===== src/rtl/im_arbiter.sv =====
// im_arbiter: arbitrates one instruction-memory port between a fetch
// requester and a load (write) requester.
// The fetch requester reads with one cycle of latency.
// The load requester writes, and the block counts writes that succeed.
// Optional macro IM_ARB_RR_EN: when it is defined, simultaneous requests
// alternate between fetch and load. When it is not defined, fetch always wins.
module im_arbiter #(
  parameter logic [31:0] BASE_ADDR  = 32'h0000_3000,
  parameter int unsigned DEPTH_LOG2 = 12
) (
  input  logic                  clk,
  input  logic                  reset_n,
  input  logic                  f_req,
  input  logic [31:0]           f_addr,
  output logic                  f_gnt,
  output logic                  f_rvalid,
  output logic [31:0]           f_rdata,
  output logic                  f_err,
  input  logic                  l_valid,
  input  logic [31:0]           l_addr,
  input  logic [31:0]           l_wdata,
  output logic                  l_ready,
  output logic                  l_err,
  output logic [15:0]           load_cnt,
  output logic                  mem_en,
  output logic                  mem_we,
  output logic [DEPTH_LOG2-1:0] mem_addr,
  output logic [31:0]           mem_wdata,
  input  logic [31:0]           mem_rdata
);

  localparam int unsigned AW       = DEPTH_LOG2;
  localparam logic [32:0] SPAN     = 33'(33'd4 << DEPTH_LOG2);
  localparam logic [15:0] CNT_MAX  = 16'hFFFF;

  // Byte address must be aligned, at or above the base, and inside the memory window.
  function automatic logic in_range(input logic [31:0] addr);
    logic [31:0] off;
    off = addr - BASE_ADDR;
    return (addr >= BASE_ADDR) && (addr[1:0] == 2'b00) && ({1'b0, off} < SPAN);
  endfunction

  // Word index: the offset from the base, in words, truncated to the memory depth.
  function automatic logic [AW-1:0] word_idx(input logic [31:0] addr);
    logic [31:0] off;
    off = addr - BASE_ADDR;
    return AW'(off >> 2);
  endfunction

  logic          f_in_range, l_in_range;
  logic          f_hit, l_hit;
  logic          f_rvalid_q, f_rvalid_d;
  logic          f_err_q, f_err_d;
  logic          l_err_q, l_err_d;
  logic [15:0]   load_cnt_q, load_cnt_d;
`ifdef IM_ARB_RR_EN
  logic          rr_q, rr_d;   // 0: fetch wins the next conflict, 1: load wins
`endif

  assign f_in_range = in_range(f_addr);
  assign l_in_range = in_range(l_addr);

  // Grant selection. A request with no competitor is always granted.
  always_comb begin
    f_gnt   = 1'b0;
    l_ready = 1'b0;
`ifdef IM_ARB_RR_EN
    rr_d    = rr_q;
`endif
    if (f_req && l_valid) begin
`ifdef IM_ARB_RR_EN
      f_gnt   = ~rr_q;
      l_ready = rr_q;
      rr_d    = ~rr_q;
`else
      f_gnt   = 1'b1;
`endif
    end else begin
      f_gnt   = f_req;
      l_ready = l_valid;
    end
  end

  // Memory port. Out-of-range grants are acknowledged but never touch the RAM.
  assign f_hit     = f_gnt & f_in_range;
  assign l_hit     = l_ready & l_in_range;
  assign mem_en    = f_hit | l_hit;
  assign mem_we    = l_hit;
  assign mem_addr  = l_ready ? word_idx(l_addr) : word_idx(f_addr);
  assign mem_wdata = l_wdata;

  // Next-state values for the response flags and the saturating write counter.
  always_comb begin
    f_rvalid_d = f_gnt;
    f_err_d    = f_gnt & ~f_in_range;
    l_err_d    = l_ready & ~l_in_range;
    load_cnt_d = load_cnt_q;
    if (l_hit && (load_cnt_q != CNT_MAX)) begin
      load_cnt_d = load_cnt_q + 16'd1;
    end
  end

  // State registers. Reset also discards a read that is still in flight.
  always_ff @(posedge clk or negedge reset_n) begin
    if (!reset_n) begin
      f_rvalid_q <= 1'b0;
      f_err_q    <= 1'b0;
      l_err_q    <= 1'b0;
      load_cnt_q <= '0;
    end else begin
      f_rvalid_q <= f_rvalid_d;
      f_err_q    <= f_err_d;
      l_err_q    <= l_err_d;
      load_cnt_q <= load_cnt_d;
    end
  end

`ifdef IM_ARB_RR_EN
  // Round-robin pointer. It starts at fetch and flips after every conflict grant.
  always_ff @(posedge clk or negedge reset_n) begin
    if (!reset_n) rr_q <= 1'b0;
    else          rr_q <= rr_d;
  end
`endif

  // Read data comes straight from the RAM output register and is forced to zero otherwise.
  assign f_rvalid = f_rvalid_q;
  assign f_err    = f_err_q;
  assign f_rdata  = (f_rvalid_q && !f_err_q) ? mem_rdata : 32'h0;
  assign l_err    = l_err_q;
  assign load_cnt = load_cnt_q;

endmodule


===== config.mk =====
export PLATFORM = sky130hd
export DESIGN_NAME = im_arbiter
export DESIGN_NICKNAME = d
export VERILOG_FILES = /design/src/rtl/im_arbiter.sv
export SDC_FILE = /design/constraint.sdc
export NUM_CORES = 1
export LEC_CHECK = 0
export CORE_MARGIN = 3
export CORE_UTILIZATION = 29
export CTS_CLUSTER_DIAMETER = 30
export DETAILED_ROUTE_END_ITERATION = 10
export GPL_TIMING_DRIVEN = 0
export HOLD_SLACK_MARGIN = 0.03
export PLACE_DENSITY = 0.8
export RECOVER_POWER = 50
export SYNTH_ARGS = -nofsm -noshare
export SYNTH_HDL_FRONTEND = slang
export SYNTH_SLANG_ARGS = --single-unit

===== constraint.sdc =====
create_clock -name clk -period 3.1 [get_ports clk]
set_input_delay 0.62 -clock clk [delete_from_list [all_inputs] [get_ports clk]]
set_output_delay 0.62 -clock clk [all_outputs]
set_load 0.05 [all_outputs]

==> flow_summary_export.csv <==
group,metric,value,unit
grt,grt_usage,21.3,%
setup_path,crit_arrival,2530,ps
outcome,outcome,"finished, violations left",
finish,drive_gt1_share,26.2,%
setup_path,worstSetupPathType,"in -> out",
setup_path,crit_path_end,"mem_en",
timing,fmax,0.317,GHz
synthesis,yosysSeqAreaShare,22.3,%
setup_path,startpoint,"f_addr[17]",
clocking,clk_latency,260,ps
synthesis,synth-seq-cells,19,
setup_path,crit_path_start_kind,"primary input",
power_and_ir_drop,intPower,0.603,mW
timing,worst_pin_slew,852,ps
power_and_ir_drop,peakVddDrop,0.174,mV
finish,fin_util,67.1,%
power_and_ir_drop,netSwitchingPower,0.416,mW
floorplanning,design.core.area,6940,um2
setup_path,r2r_slack,860,ps
placed_design,place.gp.congestion,0.926,
drt,dr.pass1.iters,6,
finish,fin_area,4660,um2
grt,antenna_found_initial,0,
timing,hold_violations,0,
synthesis,syn_area,2130,um2
floorplanning,die_w,91.7,um
clocking,cts.sinks,19,
drt,drt_wl_total,9780,um
clocking,clock_path_buffers,2,
synthesis,synthTopCellsByArea,"dfrtp_1, buf_4, and2_1, nand2_1, xor2_1",
grt,grt_max_degree,20,
drt,via_per_inst,4.75,
drt,drt_first_iter_violations,64,
hold_path,hold_class,"reg -> reg",
drt,postRouteAntennaNets,0,
finish,finalNonFillerCells,599,
power_and_ir_drop,comb_power_share,58.1,%
clocking,path_clk_slew,70,ps
clocking,root_buffer,"clkbuf_8",
synthesis,synthCells,272,
synthesis,synth_nets,407,
synthesis,ys_warn_count,0,
finish,syn_to_final_growth,119,%
timing,setup_violations,1,
finish,final_nets,639,
power_and_ir_drop,pwr-share-seq,24.6,%
floorplanning,die_y,91.7,um
grt,grt_pass1_vias,2811,
finish,antenna_cells,0,
drt,num_vias,2847,
timing,slew_headroom,43.0,%
synthesis,ys_types,46,
setup_path,r2r-start,"load_cnt[0]",
grt,overflow,0,
setup_path,required,2480,ps
power_and_ir_drop,leakagePower,2.04,nW
synthesis,synth_top_area_share,22.3,%
setup_path,r2r-end,"load_cnt[2]",
clocking,cts-htree-levels,1,
timing,post-route-period-util,102,%
placed_design,placed_cells,566,
timing,fin_ws,-54.3,ps
clocking,cts_tree,"yes",
floorplanning,start_util,30.6,%
drt,route.detailed.drc,0,
timing,finalClockSkew,2.41,ps
drt,post_drt_wl_per_cell,16.3,um
power_and_ir_drop,p_clk_share,17.3,%
setup_path,endpoint_kind,"output pin",
run,maxCapViolCount,0,
clocking,numCtsBuffers,3,
setup_path,crit_fanout,4,
placed_design,io_buffers,198,
timing,rsz0062_at_grt,"true",
setup_path,rr_worst_depth,7,
floorplanning,io_pins,231,
grt,grt_pass1_wl,14500,um
placed_design,dpl_cell_area,4260,um2
synthesis,synth_area_per_cell,7.82,um2
power_and_ir_drop,power_density,219,nW/um2
placed_design,hpwl,7950,um
power_and_ir_drop,total_power,1.02,mW
outcome,violations,"setup timing",
floorplanning,die-area,8400,um2
timing,slew_viol_final,0,
synthesis,yosysTopAreaCell,"dfrtp_1",
floorplanning,rows,30,
power_and_ir_drop,switching_share,40.8,%
timing,fin_crit,3150,ps
-- cells in the mapped netlist (all sizes together) --
cell	instances
o22ai	1
and2	33
mux2i	2
clkbuf	6
nor4b	2
o21ai	4
nor2	11
or2	1
nor4	22
or4b	1
o211ai	1
and4	1
a21boi	1
or4	2
nand3	13
ha	3
nand4	9
dfrtp	19
nor2b	2
nand4b	3
a41o	1
o31ai	3
nand2	44
a21oi	4
buf	36
and3	3
nand2b	2
nor3	8
mux2	4
nand3b	2
inv	4
a31oi	1
a2111oi	1
xnor2	2
or3	3
xor2	16
o311ai	1
-- layout make-up --
| type | count | area [um2] |
|---|---|---|
| fill | 567 | 2290 |
| timing repair buffer | 228 | 2180 |
| multi-input combinational | 207 | 1530 |
| sequential | 19 | 475 |
| buffer | 41 | 288 |
| tap | 96 | 120 |
| clock buffer | 4 | 45.0 |
| inverter | 4 | 18.8 |
-- cell usage in the layout, fill, tap and decap left out, types with 3 or more instances in the layout --
cell             instances
clkdlybuf4s50_1        115
buf_4                   63
dlygate4sd3_1           49
nand2_1                 42
and2_1                  33
dfrtp_1                 19
xor2_1                  16
nand3_1                 11
nor4_2                  11
nor4_1                  10
dlygate4sd2_1           10
nor2_1                   9
nand4_1                  9
clkdlybuf4s15_2          9
buf_2                    8
clkbuf_1                 6
nor3_1                   5
a21oi_1                  4
buf_6                    4
inv_1                    3
and3_1                   3
clkbuf_8                 3
dlymetal6s2s_1           3
-- stage by stage --
step | hold WS, ps | setup WS (ps) | TNS (ps)
floorplan | 324 | -56.3 | -56.3
global placement | 474 | -1180 | -14160
detailed placement | 476 | -1210 | -15040
CTS | 486 | -72.3 | -81.8
global route | 510 | -140 | -552
finish | 476 | -54.3 | -54.3
-- critical path, cell delays in order --
cell      delay (ps)
buf_2            140
nor2_2           130
buf_4            120
buf_4             90
buf_4            100
buf_4             90
buf_4             80
buf_4             90
nand3_1           80
a21oi_1          150
o211ai_1         130
nor4_2           290
a41o_4           270
buf_8            150
-- routing by layer --
metal  wire, um  GRT usage [%]  vias up
li1           -              -     1395
met1       3800           24.5     1313
met2       5050           39.3      123
met3        722           4.43       16
met4        206           5.78        0
met5          0              0        -
-- how the worst min path moves through the flow --
stage | startpoint | endpoint | slack, ps | depth (start not counted)
3_3_place_gp | load_cnt[7] | load_cnt[7] | 470 | 1
4_1_cts | load_cnt[7] | load_cnt[7] | 490 | 1
3_5_place_dp | load_cnt[7] | load_cnt[7] | 480 | 1
2_1_floorplan | reset_n | f_err | 320 | 0
6_report | load_cnt[7] | load_cnt[7] | 480 | 1
5_1_grt | load_cnt[10] | load_cnt[10] | 510 | 1
-- registers in the layout (all words and copies together), names as in the netlist --
name      cells
f_err         1
l_err         1
f_rvalid      1
load_cnt     16
-- power groups by stage --
stage                     Clock, mW  Combinational, mW  Sequential (mW)
after floorplan                   0              0.295            0.263
after global placement            0              0.566            0.255
after detailed placement          0              0.570            0.255
after CTS                     0.176              0.589            0.251
after global routing          0.185              0.620            0.251
final                         0.176              0.593            0.250
-- cells by family after synthesis --
group                    synth area share (%)
AO/OA/AOI/OAI                            6.35
AND/OR/NAND/NOR                          44.8
flip-flops                               22.3
buffers and inverters                    14.3
XOR/XNOR                                 7.41
adder cells (fa/ha/maj)                  1.76
multiplexers                             3.06
-- repair_timing --
item / in CTS / in global routing
hold buffers: 0 / 0
pin swaps: 12 / 9
setup endpoints to repair: 15 / 13
hold endpoints to repair: 0 / 0
resized for setup: 110 / 20
setup buffers: 24 / 6
Power figures use the tool's default switching activity.
